**src/rtl/pulse_shrink_pkg.sv**
```systemverilog
// pulse_shrink_pkg
//   Shared definitions for the pulse shrinker: the measurement FSM state
//   encoding and the default stretch / maximum-width / counter-width values.
package pulse_shrink_pkg;

    localparam int DEF_STRETCH = 3;   // cycles appended by the upstream stretcher
    localparam int DEF_MAX_W   = 15;  // longest legal stretched high time
    localparam int DEF_CNT_W   = 4;   // must be wide enough to hold DEF_MAX_W

    typedef enum logic [1:0] {
        IDLE = 2'd0,  // waiting for d to rise
        HIGH = 2'd1,  // measuring a pulse
        LONG = 2'd2   // pulse overran MAX_W, waiting for d to fall
    } state_t;

endpackage

```
**src/rtl/pulse_width_cnt.sv**
```systemverilog
// pulse_width_cnt
//   Saturating high-time counter.
//   Ports:
//     clk, rst_n : clock, asynchronous active-low reset
//     clr        : restart the count (to 1 if en is also high, else to 0)
//     en         : count one more high cycle; holds once MAX_W is reached
//     cnt        : current count
//     at_max     : cnt == MAX_W
module pulse_width_cnt #(
    parameter int MAX_W = 15,
    parameter int CNT_W = 4
) (
    input  logic             clk,
    input  logic             rst_n,
    input  logic             clr,
    input  logic             en,
    output logic [CNT_W-1:0] cnt,
    output logic             at_max
);

    assign at_max = (cnt == CNT_W'(MAX_W));

    always_ff @(posedge clk or negedge rst_n) begin
        if (!rst_n) begin
            cnt <= '0;
        end else if (clr) begin
            // clr together with en means "the first high cycle of a new pulse"
            cnt <= en ? CNT_W'(1) : '0;
        end else if (en && !at_max) begin
            cnt <= cnt + CNT_W'(1);
        end
    end

endmodule

```
**src/rtl/pulse_shrink.sv**
```systemverilog
// pulse_shrink
//   Measures the high time of a stretched pulse on d and recovers the
//   original width by removing the STRETCH cycles added upstream.
//   Ports:
//     clk, rst_n : clock, asynchronous active-low reset
//     d          : stretched pulse input, synchronous to clk
//     q          : one-cycle strobe per accepted pulse
//     orig_w     : recovered width (high time - STRETCH), valid with q, held otherwise
//     err_short  : one-cycle flag, pulse was STRETCH cycles or fewer
//     err_long   : one-cycle flag, pulse exceeded MAX_W cycles
//     busy       : high while a pulse is being measured (state != IDLE)
//     state_dbg  : current FSM state, for observation only
//   Output handshake: q/err_short/err_long are mutually exclusive single-cycle
//   strobes with no back-pressure; orig_w is qualified by q.
module pulse_shrink
    import pulse_shrink_pkg::*;
#(
    parameter int STRETCH = DEF_STRETCH,
    parameter int MAX_W   = DEF_MAX_W,
    parameter int CNT_W   = DEF_CNT_W
) (
    input  logic             clk,
    input  logic             rst_n,
    input  logic             d,
    output logic             q,
    output logic [CNT_W-1:0] orig_w,
    output logic             err_short,
    output logic             err_long,
    output logic             busy,
    output state_t           state_dbg
);

    localparam logic [CNT_W-1:0] STRETCH_C = CNT_W'(STRETCH);

    state_t           state;
    logic [CNT_W-1:0] cnt;
    logic             at_max;
    logic             cnt_clr;
    logic             cnt_en;

    // Counter control follows the state the FSM is leaving: a rising d in
    // IDLE restarts at 1, d high in HIGH keeps counting, anything else clears.
    always_comb begin
        cnt_clr = 1'b1;
        cnt_en  = 1'b0;
        case (state)
            IDLE: begin
                cnt_clr = 1'b1;
                cnt_en  = d;
            end
            HIGH: begin
                cnt_clr = !d;
                cnt_en  = d;
            end
            default: begin
                cnt_clr = 1'b1;
                cnt_en  = 1'b0;
            end
        endcase
    end

    pulse_width_cnt #(
        .MAX_W (MAX_W),
        .CNT_W (CNT_W)
    ) u_cnt (
        .clk    (clk),
        .rst_n  (rst_n),
        .clr    (cnt_clr),
        .en     (cnt_en),
        .cnt    (cnt),
        .at_max (at_max)
    );

    always_ff @(posedge clk or negedge rst_n) begin
        if (!rst_n) begin
            state     <= IDLE;
            q         <= 1'b0;
            orig_w    <= '0;
            err_short <= 1'b0;
            err_long  <= 1'b0;
        end else begin
            q         <= 1'b0;
            err_short <= 1'b0;
            err_long  <= 1'b0;
            case (state)
                IDLE: begin
                    if (d) begin
                        state <= HIGH;
                    end
                end
                HIGH: begin
                    if (d) begin
                        // One more high cycle with cnt already at MAX_W means overrun
                        if (at_max) begin
                            state    <= LONG;
                            err_long <= 1'b1;
                        end
                    end else begin
                        state <= IDLE;
                        if (cnt > STRETCH_C) begin
                            q      <= 1'b1;
                            orig_w <= cnt - STRETCH_C;
                        end else begin
                            err_short <= 1'b1;
                        end
                    end
                end
                LONG: begin
                    // Overrun pulse is dropped silently until d falls
                    if (!d) begin
                        state <= IDLE;
                    end
                end
                default: begin
                    state <= IDLE;
                end
            endcase
        end
    end

    assign busy      = (state != IDLE);
    assign state_dbg = state;

endmodule

```
**config.mk**
```make
export PLATFORM = sky130hd
export DESIGN_NAME = pulse_shrink
export DESIGN_NICKNAME = d
export VERILOG_FILES = /design/src/rtl/pulse_shrink_pkg.sv /design/src/rtl/pulse_width_cnt.sv /design/src/rtl/pulse_shrink.sv
export SDC_FILE = /design/constraint.sdc
export NUM_CORES = 1
export LEC_CHECK = 0
export BUFFER_PORTS_ARGS = -buffer_cell sky130_fd_sc_hd__buf_2
export CORE_AREA = 2 2 39 41
export DETAILED_ROUTE_END_ITERATION = 10
export DIE_AREA = 0 0 41 43
export PLACE_DENSITY = 0.66
export SYNTH_ARGS = -nofsm -noshare
export SYNTH_HDL_FRONTEND = slang
export SYNTH_SLANG_ARGS = --single-unit
```
**constraint.sdc**
```tcl
create_clock -name clk -period 1.8 [get_ports clk]
set_input_delay 0.09 -clock clk [delete_from_list [all_inputs] [get_ports clk]]
set_output_delay 0.09 -clock clk [all_outputs]
set_load 0.005 [all_outputs]
```
==> impl_metrics.yaml, run 1 <==
sta:
  max_freq_mhz: 678
  finalMaxSlewViolations: 0
  clock-skew-final_ns: 0.00572
  setup_viol_count_final: 0
  unrepaired_setup_endpoints_after_global_routing: "no"
  share_of_the_cycle_needed_by_the_critical_path_after_routing: 0.820
  timing_hold_violations_final: 0
  layout_setup_ws_ns: 0.325
  worst_slew_margin_rel: 0.776
  setup-tns-final_ns: 0
  fin_crit_ns: 1.48
  worstMarginPinSlew_ns: 0.336
synth:
  synthDistinctLibCells: 25
  synth-edff-count: 0
  synth.net_count: 50
  synth_seq_area_share: 0.569
  synth-seq-cells: 13
  synthesis.area_sq_um: 572
  postSynthCellCount: 46
  synthesis.yosys.warnings: 0
  postSynth.asyncResetShare: 1.00
  postSynth.topFlopCell: "sky130_fd_sc_hd__dfrtp_1"
  avg_inst_size_synth_sq_um: 12.4
clock_tree:
  tritoncts: "done"
  cts.clk_slew.worst_paths_ns: 0.08
  cts.sink_count: 13
  inserted_clock_buffers: 3
  clock_insertion_delay_worst_skew_ns: 0.27
  maximum_root_to_sink_buffer_count: 2
  cts.htree.levels: 1
  buffer_cell_driving_the_clock_tree_root: "sky130_fd_sc_hd__clkbuf_4"
  cts_post_setup_buffers_inserted: 0
setup_path:
  timing.critical_path.slowest_stage_cell: "sky130_fd_sc_hd__dfrtp_1"
  timing.critical_path.cells: "or3b_4 -> nor2_4 -> mux2_4"
  slowest_delay_ns: 0.45
  path_max_fanout: 8
  critical_path_arrival_ns: 1.63
  worstSetupEndpointType: "flip-flop"
  critPathRequiredTime_ns: 1.96
  crit_type: "flip-flop to flip-flop"
  critical_path.startpoint_type: "flip-flop"
power_and_ir_drop:
  power_leakage_nw: 0.342
  pwr_density_cell_nw_per_um2: 805
  vdd.ir_drop.worst_uv: 364
  total_power_of_the_final_layout_w: 0.000550
global_route:
  pin_count_of_the_biggest_net_entering_global_routing: 14
  wire_length_of_the_first_global_routing_pass_um: 1700
  antenna_violations_before_repair: 0
  grt.overflow.total: 0
  number_of_global_route_vias_before_repair: 377
  grt.total_usage: 0.152
finish:
  final_net_count: 67
  n_fill_cell: 129
  most-common-layout-cells: "sky130_fd_sc_hd__dfrtp_1, sky130_fd_sc_hd__buf_2, sky130_fd_sc_hd__clkbuf_4"
  drive_above_1_share: 0.355
  flow.area_growth_from_synthesis_pct: 19.5
  insertedDiodeCount: 0
  layout.cells.most_common: "sky130_fd_sc_hd__dfrtp_1"
die:
  dieArea_sq_um: 1760
  initial_core_util: 0.413
  row_count: 14
  die_h_um: 43
  fp.coreArea_sq_um: 1380
  ioPinCount: 13
  die_width_um: 41
routing:
  drt_iter0_drc: 7
  antenna_violating_nets_post_route: 0
  firstDrtPassIters: 4
  vias_after_detailed_routing: 410
  detail_route.wl_per_cell_um: 13.4
  drc: 0
  via_per_inst: 5.26
  route.final.wire_length_um: 1050
placement:
  gpl.final_weighted_congestion: 0.748
  hpwlAfterDp_um: 749
  port-buffer-count: 12
  dpl_worst_slack_ns: 0.352
flow_run:
  timing.max_cap.violations: 0
min_path:
  hold_path_class: "primary input to flip-flop"
status:
  run_status: "finished, final reports clean"
[through the flow]
| step | hold slack [ns] | util | instance area (sq um) | instances |
|---|---|---|---|---|
| 5_1_grt | 0.0619 | 0.494 | 683 | 78 |
| 4_1_cts | 0.0592 | 0.494 | 683 | 78 |
| 3_3_place_gp | -0.0118 | 0.467 | 647 | 73 |
| 6_report | 0.0689 | 0.494 | 683 | 78 |
| 3_5_place_dp | -0.00760 | 0.467 | 647 | 73 |
| 2_1_floorplan | -0.206 | - | 572 | 46 |
[area by class of cell]
class | count | area, sq um | share of cell area
Clock buffer | 4 | 26.3 | 0.0385
Timing Repair Buffer | 13 | 70.1 | 0.103
Sequential cell | 13 | 325 | 0.476
Multi-Input combinational cell | 32 | 241 | 0.353
Tap cell | 16 | 20.0 | 0.0293
[timing repair]
item	in CTS	in global routing
endpoints found under the hold margin	13	0
hold buffers	1	0
resized for setup	0	0
[cells in the mapped netlist (2+ instances only)]
| cell | instances | area (sq um) |
|---|---|---|
| sky130_fd_sc_hd__xnor2_1 | 2 | 17.5 |
| sky130_fd_sc_hd__a21oi_1 | 2 | 10.0 |
| sky130_fd_sc_hd__mux2_4 | 2 | 30.0 |
| sky130_fd_sc_hd__nor2_4 | 2 | 22.5 |
| sky130_fd_sc_hd__dfrtp_1 | 13 | 325 |
| sky130_fd_sc_hd__nand3_1 | 2 | 10.0 |
| sky130_fd_sc_hd__nor3b_1 | 2 | 15.0 |
| sky130_fd_sc_hd__nor2_1 | 2 | 7.51 |
| sky130_fd_sc_hd__nor3_1 | 2 | 10.0 |
| sky130_fd_sc_hd__o21ai_0 | 2 | 10.0 |
[flip-flops by register name, summed over array words and instances, names as in the netlist]
register / flops
state_dbg: 2
q: 1
err_long: 1
err_short: 1
u_cnt.cnt: 4
orig_w: 4
[where the power goes]
part	leakage, nW	switching [W]	internal (W)
Clock	0.0150	0.0000932	0.0000858
Combinational	0.152	0.0000248	0.0000291
Sequential	0.175	0.0000121	0.000305
[final timing paths]
path / start / endpoint / slack (ns) / cells after the start
min in group asynchronous: rst_n / orig_w[3]$_DFFE_PN0P_ / 0.22 / 2
setup / recovery: state_dbg[0]$_DFFE_PN0P_ / orig_w[1]$_DFFE_PN0P_ / 0.32 / 3
max in group asynchronous: rst_n / u_cnt.cnt[3]$_DFFE_PN0P_ / 1.35 / 2
hold reg to reg: orig_w[0]$_DFFE_PN0P_ / orig_w[0]$_DFFE_PN0P_ / 0.52 / 2
setup reg to reg: state_dbg[0]$_DFFE_PN0P_ / orig_w[1]$_DFFE_PN0P_ / 0.32 / 3
hold / removal: d / state_dbg[1]$_DFFE_PN0P_ / 0.07 / 2
[routing by layer]
metal	GRT usage	wire length (um)	vias to the layer above
met1	0.170	486	200
li1	-	-	197
met5	0	0	-
met4	0.127	14	0
met2	0.213	508	11
met3	0.0628	39	2
[worst max-delay path: cells and delay by family (launching register included)]
family | cells | cell delay (ns)
flip-flops | 1 | 0.45
AND/OR/NAND/NOR | 2 | 0.61
multiplexers | 1 | 0.30
[cells by family after synthesis]
group	Yosys count	synth area share
simple gates	16	0.190
buf+inv	1	0.00874
compound gates	10	0.109
fa+ha+maj	1	0.0219
flops	13	0.569
mux	3	0.0700
xor+xnor	2	0.0306
Note: power is estimated with default switching activity, not from simulation.
==> inputs of run 2 (changes only) <==
Clock period 1.8 ns to 1.4 ns, I/O delays scaled along.
==> run 2 against run 1 <==
Design area increased by 5.1%. Clock-buffer cell count unchanged. Utilization increased by 2.5 points. Sequential power increased by 27%. Critical path type unchanged. Critical endpoint unchanged.
==> impl_metrics.yaml, run 2 (same netlist as run 1, synthesis figures left out) <==
power_and_ir_drop:
  vdd.ir_drop.worst_uv: 508
  power_leakage_nw: 0.362
  pwr_density_cell_nw_per_um2: 991
sta:
  unrepaired_setup_endpoints_after_global_routing: "yes"
  setup_viol_count_final: 0
  timing_hold_violations_final: 0
  tightest_hold_margin_ns: 0.0447
  finalMaxSlewViolations: 0
  worstMarginPinSlew_ns: 0.328
  clock-skew-final_ns: 0.00489
  share_of_the_cycle_needed_by_the_critical_path_after_routing: 0.967
  max_freq_mhz: 739
  worst_slew_margin_rel: 0.781
  fin_crit_ns: 1.35
finish:
  final_net_count: 71
  multiInputGateArea_sq_um: 246
  insertedDiodeCount: 0
  n_fill_cell: 133
  drive_above_1_share: 0.409
  register_area_sq_um: 325
  finish.cell_count_without_fillers: 82
  layout.cells.most_common: "sky130_fd_sc_hd__dfrtp_1"
  finish.instance_area_sq_um: 718
  flow.area_growth_from_synthesis_pct: 25.6
  most-common-layout-cells: "sky130_fd_sc_hd__dfrtp_1, sky130_fd_sc_hd__buf_2, sky130_fd_sc_hd__buf_4"
routing:
  route.final.wire_length_um: 1010
  drt_iter0_drc: 9
  routed-wl-met2_um: 467
  vias_after_detailed_routing: 414
  drc: 0
  route.top_layer_used: "met4"
  antenna_violating_nets_post_route: 0
  detailroute.wirelength.met3_um: 38
  via_per_inst: 5.05
  detail_route.wl_per_cell_um: 12.3
  firstDrtPassIters: 4
  routedLengthMet1_um: 469
setup_path:
  critical_path.startpoint_type: "flip-flop"
  critical_path_arrival_ns: 1.52
  critPathRequiredTime_ns: 1.56
  worstSetupEndpointType: "flip-flop"
  path_max_fanout: 6
  crit_type: "flip-flop to flip-flop"
die:
  die_width_um: 41
  die_h_um: 43
  dieArea_sq_um: 1760
  ioPinCount: 13
  initial_core_util: 0.413
  fp.coreArea_sq_um: 1380
  row_count: 14
clock_tree:
  inserted_clock_buffers: 3
  buffer_cell_driving_the_clock_tree_root: "sky130_fd_sc_hd__clkbuf_4"
  cts.htree.levels: 1
  tritoncts: "done"
  clock_insertion_delay_worst_skew_ns: 0.27
  cts.sink_count: 13
  maximum_root_to_sink_buffer_count: 2
  cts.clk_slew.worst_paths_ns: 0.08
placement:
  port-buffer-count: 12
  hpwlAfterDp_um: 750
  place_inst: 77
  gpl.final_weighted_congestion: 0.799
  postPlaceCellArea_sq_um: 677
flow_run:
  timing.max_cap.violations: 0
status:
  run_status: "finished, final reports clean"
global_route:
  wire_length_of_the_first_global_routing_pass_um: 1640
  grt.total_usage: 0.143
  grt.overflow.total: 0
  number_of_global_route_vias_before_repair: 392
  antenna_violations_before_repair: 0
  pin_count_of_the_biggest_net_entering_global_routing: 14
min_path:
  hold_path_class: "primary input to flip-flop"
-- run 2: cell count changes in the layout (fill, tap and decap cells not counted), sizes merged --
cell,previous run,this run
buf,12,16
-- run 2: worst max-delay path, cell delays in order (launching register included) --
cell and delay [ns]:
sky130_fd_sc_hd__dfrtp_1 0.38, sky130_fd_sc_hd__or3b_4 0.42, sky130_fd_sc_hd__nor2_4 0.14, sky130_fd_sc_hd__mux2_4 0.30
-- run 2: stage by stage --
| stage | power [W] | setup TNS, ns | utilization | setup WS, ns |
|---|---|---|---|---|
| final | 0.000711 | 0 | 0.519 | 0.0459 |
| after global routing | 0.000741 | -0.000902 | 0.519 | -0.000902 |
| after CTS | 0.000718 | 0 | 0.515 | 0.0436 |
| after detailed placement | 0.000490 | 0 | 0.489 | 0.0591 |
| after global placement | 0.000489 | 0 | 0.489 | 0.0772 |
| after floorplan | 0.000450 | 0 | - | 0.0121 |
-- run 2: final cells by class --
cell class | count | share of cell area
timing repair buffer | 17 | 0.139
multi-input combinational | 32 | 0.343
tap | 16 | 0.0279
clock buffer | 4 | 0.0366
sequential | 13 | 0.453
-- run 2: final timing paths --
check | from | endpoint | slack, ns | cells after the start
worst min-delay path | d | state_dbg[1]$_DFFE_PN0P_ | 0.04 | 2
worst max-delay path | state_dbg[1]$_DFFE_PN0P_ | orig_w[1]$_DFFE_PN0P_ | 0.05 | 3
min in group asynchronous | rst_n | orig_w[3]$_DFFE_PN0P_ | 0.20 | 2
worst min register to register | orig_w[0]$_DFFE_PN0P_ | orig_w[0]$_DFFE_PN0P_ | 0.51 | 2
max in group asynchronous | rst_n | u_cnt.cnt[2]$_DFFE_PN0P_ | 0.97 | 2
worst max register to register | state_dbg[1]$_DFFE_PN0P_ | orig_w[1]$_DFFE_PN0P_ | 0.05 | 3
-- run 2: what timing repair did --
action,4_1_cts,5_1_grt
buffers inserted,0,0
hold endpoints to repair,13,0
endpoints found under the setup margin,0,3
hold buffers,1,0
gates resized for setup,0,1
-- run 2: where the power goes --
| part | internal (W) | total, W | leakage [nW] | switching, W |
|---|---|---|---|---|
| clock network | 0.000110 | 0.000227 | 0.0150 | 0.000117 |
| logic | 0.0000438 | 0.0000825 | 0.173 | 0.0000387 |
| registers | 0.000392 | 0.000402 | 0.175 | 0.00000933 |
-- run 2: metal layers --
layer,vias to the layer above,global-route usage
li1,207,-
met1,189,0.154
met2,13,0.222
met3,5,0.0471
met4,0,0.100
met5,-,0
==> inputs of run 3 (changes only) <==
Settings changed: ABC_CLOCK_PERIOD_IN_PS from default to 1400, PLACE_DENSITY 0.66 to 0.71, SYNTH_HIERARCHICAL from default to 1.
==> run 3 against run 2 <==
Clock skew down 0.0018 ns. Synthesized area is 11% higher. Fmax is 4.3% higher. Combinational power fell by 0.6%. Non-clock buffer count is 1 lower. Synthesized cell count is 15% higher. Clock-buffer cell count did not move. Register-to-register slack improved by 0.06 ns. Global-route usage up 2.8 points. Clock power hardly changed. Utilization up 4.4 points. Final cell count rose by 8.5%.
==> impl_metrics.yaml, run 3 <==
clock_tree:
  buffer_cell_driving_the_clock_tree_root: "sky130_fd_sc_hd__clkbuf_4"
  cts.htree.levels: 1
  inserted_clock_buffers: 3
  cts_post_setup_buffers_inserted: 0
  cts.sink_count: 13
  cts.clk_slew.worst_paths_ns: 0.08
  tritoncts: "done"
  maximum_root_to_sink_buffer_count: 2
  clock_insertion_delay_worst_skew_ns: 0.27
finish:
  insertedDiodeCount: 0
  flow.area_growth_from_synthesis_pct: 22.4
  final_net_count: 79
  n_fill_cell: 116
  finish.cell_count_without_fillers: 89
  drive_above_1_share: 0.411
  most-common-layout-cells: "sky130_fd_sc_hd__dfrtp_1, sky130_fd_sc_hd__buf_2, sky130_fd_sc_hd__inv_1"
die:
  fp.coreArea_sq_um: 1380
  row_count: 14
  ioPinCount: 13
  die_h_um: 43
  dieArea_sq_um: 1760
  die_width_um: 41
  initial_core_util: 0.460
sta:
  clock-skew-final_ns: 0.00312
  worstMarginPinSlew_ns: 0.313
  fin_crit_ns: 1.30
  setup_viol_count_final: 0
  worst_slew_margin_rel: 0.791
  setup-tns-final_ns: 0
  share_of_the_cycle_needed_by_the_critical_path_after_routing: 0.927
  max_freq_mhz: 770
  unrepaired_setup_endpoints_after_global_routing: "no"
  timing_hold_violations_final: 0
  finalMaxSlewViolations: 0
synth:
  synth_largest_area_cell: "sky130_fd_sc_hd__dfrtp_1"
  synthDistinctLibCells: 29
  avg_inst_size_synth_sq_um: 12.0
  synth_seq_area_share: 0.511
  synth_compound_gate_area_share: 0.138
  yosys.area_share.adder: 0.0393
  postSynthCellCount: 53
  postSynth.topFlopCell: "sky130_fd_sc_hd__dfrtp_1"
  yosys.cell_count.top_type: "sky130_fd_sc_hd__dfrtp_1"
  synthXorXnorAreaFrac: 0.0138
  synthesis.yosys.warnings: 6
  synth-seq-cells: 13
  fraction_of_post_synthesis_cell_area_in_the_top_cell_type_by_area: 0.511
  synth_simple_gate_area_frac: 0.206
  synthesis.area_sq_um: 637
  ys_top_cells_by_area: "sky130_fd_sc_hd__dfrtp_1, sky130_fd_sc_hd__mux2_4, sky130_fd_sc_hd__ha_1"
  synth_commonest_cells: "sky130_fd_sc_hd__dfrtp_1, sky130_fd_sc_hd__inv_1, sky130_fd_sc_hd__a21boi_0, sky130_fd_sc_hd__nand2_1"
  synth.net_count: 58
  main_combinational_cell_family_by_area_after_synthesis: "simple AND/OR/NAND/NOR gates"
  postSynth.asyncResetShare: 1.00
  synth-edff-count: 0
  mux_share_of_post_synthesis_cell_area: 0.0629
power_and_ir_drop:
  vdd.ir_drop.worst_uv: 637
  pwr_density_cell_nw_per_um2: 912
  power_leakage_nw: 0.380
routing:
  vias_after_detailed_routing: 473
  antenna_violating_nets_post_route: 0
  detail_route.wl_per_cell_um: 12.7
  firstDrtPassIters: 4
  via_per_inst: 5.31
  drt_iter0_drc: 7
  route.final.wire_length_um: 1130
  drc: 0
setup_path:
  source_of_the_worst_register_to_register_timing_path: "state_dbg[1]$_DFFE_PN0P_"
  timing.reg2reg.worst_path_depth: 4
  critical_path.startpoint_type: "flip-flop"
  launch_point_of_the_worst_path: "state_dbg[1]$_DFFE_PN0P_"
  worstSetupEndpointType: "flip-flop"
  critPathRequiredTime_ns: 1.57
  crit_type: "flip-flop to flip-flop"
  critical_path_arrival_ns: 1.47
  critical_path.reg2reg.endpoint: "u_cnt/cnt[0]$_DFFE_PN0P_"
  setup.reg_to_reg.worst_slack_ns: 0.10
  path_max_fanout: 8
  worst_setup_path_endpoint: "u_cnt/cnt[0]$_DFFE_PN0P_"
placement:
  gpl.final_weighted_congestion: 0.785
  place_inst: 84
  hpwlAfterDp_um: 824
  port-buffer-count: 12
global_route:
  wire_length_of_the_first_global_routing_pass_um: 1950
  grt.overflow.total: 0
  grt.total_usage: 0.172
  pin_count_of_the_biggest_net_entering_global_routing: 14
  antenna_violations_before_repair: 0
  number_of_global_route_vias_before_repair: 467
min_path:
  hold_path_class: "primary input to flip-flop"
status:
  run_status: "finished, final reports clean"
flow_run:
  timing.max_cap.violations: 0
[run 3: changes by cell type after synthesis, moves of 2 or more]
cell / previous run / this run
sky130_fd_sc_hd__nor2_4: 2 / 0
sky130_fd_sc_hd__inv_1: 0 / 4
sky130_fd_sc_hd__nand2_1: 1 / 3
sky130_fd_sc_hd__a21boi_0: 0 / 3
[run 3: worst min path at each step]
stage / startpoint / cells past startpoint / endpoint
final: d / 2 / state_dbg[1]$_DFFE_PN0P_
after detailed placement: rst_n / 1 / orig_w[2]$_DFFE_PN0P_
after global routing: d / 2 / state_dbg[1]$_DFFE_PN0P_
after CTS: d / 2 / state_dbg[1]$_DFFE_PN0P_
after floorplan: rst_n / 0 / err_long$_DFF_PN0_
after global placement: rst_n / 1 / orig_w[2]$_DFFE_PN0P_
[run 3: stage by stage]
step / total power (W) / setup WS [ns] / utilization / instance area, sq um / hold slack, ns
after floorplan: 0.000452 / 0.0530 / - / 637 / -0.226
after detailed placement: 0.000491 / 0.0849 / 0.534 / 739 / -0.0279
after global placement: 0.000489 / 0.140 / 0.534 / 739 / -0.0334
after CTS: 0.000723 / 0.0706 / 0.561 / 776 / 0.0794
final: 0.000711 / 0.102 / 0.563 / 779 / 0.0880
after global routing: 0.000758 / 0.0193 / 0.563 / 779 / 0.0775
[run 3: cells by family (layout without fill, tap and decap cells)]
logic type               after synthesis  after routing
XOR/XNOR                               1              1
AO/OA/AOI/OAI                         10             10
buffers and inverters                  5             25
adder cells (fa/ha/maj)                2              2
AND/OR/NAND/NOR                       19             19
flip-flops                            13             13
multiplexers                           3              3
[run 3: timing repair]
action	4_1_cts	5_1_grt
hold buffers	1	0
endpoints found under the hold margin	13	0
endpoints found under the setup margin	0	3
resized for setup	0	2
[run 3: worst max-delay path, cell delays in order, from the launching register on]
cell	delay, ns
sky130_fd_sc_hd__dfrtp_1	0.46
sky130_fd_sc_hd__nor2b_2	0.17
sky130_fd_sc_hd__buf_4	0.16
sky130_fd_sc_hd__nand2_1	0.14
sky130_fd_sc_hd__o311ai_2	0.27
[run 3: where the power goes]
group	total (W)	switching (W)	leakage [nW]	internal, W
clock	0.000226	0.000116	0.0150	0.000110
sequential	0.000403	0.0000131	0.169	0.000390
combinational	0.0000820	0.0000401	0.196	0.0000420
[run 3: cell type report]
type,instances,area [sq um],share of cell area
multi-input combinational,35,295,0.379
sequential,13,327,0.419
tap,16,20.0,0.0257
clock buffer,4,26.3,0.0337
timing repair buffer,16,92.6,0.119
inverter,5,18.8,0.0241
[run 3: layer usage]
| metal | wire length (um) | up-vias | share of wire | global-route usage |
|---|---|---|---|---|
| li1 | - | 232 | - | - |
| met1 | 537 | 229 | 0.47 | 0.198 |
| met2 | 538 | 10 | 0.48 | 0.259 |
| met3 | 37 | 2 | 0.033 | 0.0471 |
| met4 | 19 | 0 | 0.017 | 0.120 |
| met5 | 0 | - | 0 | 0 |
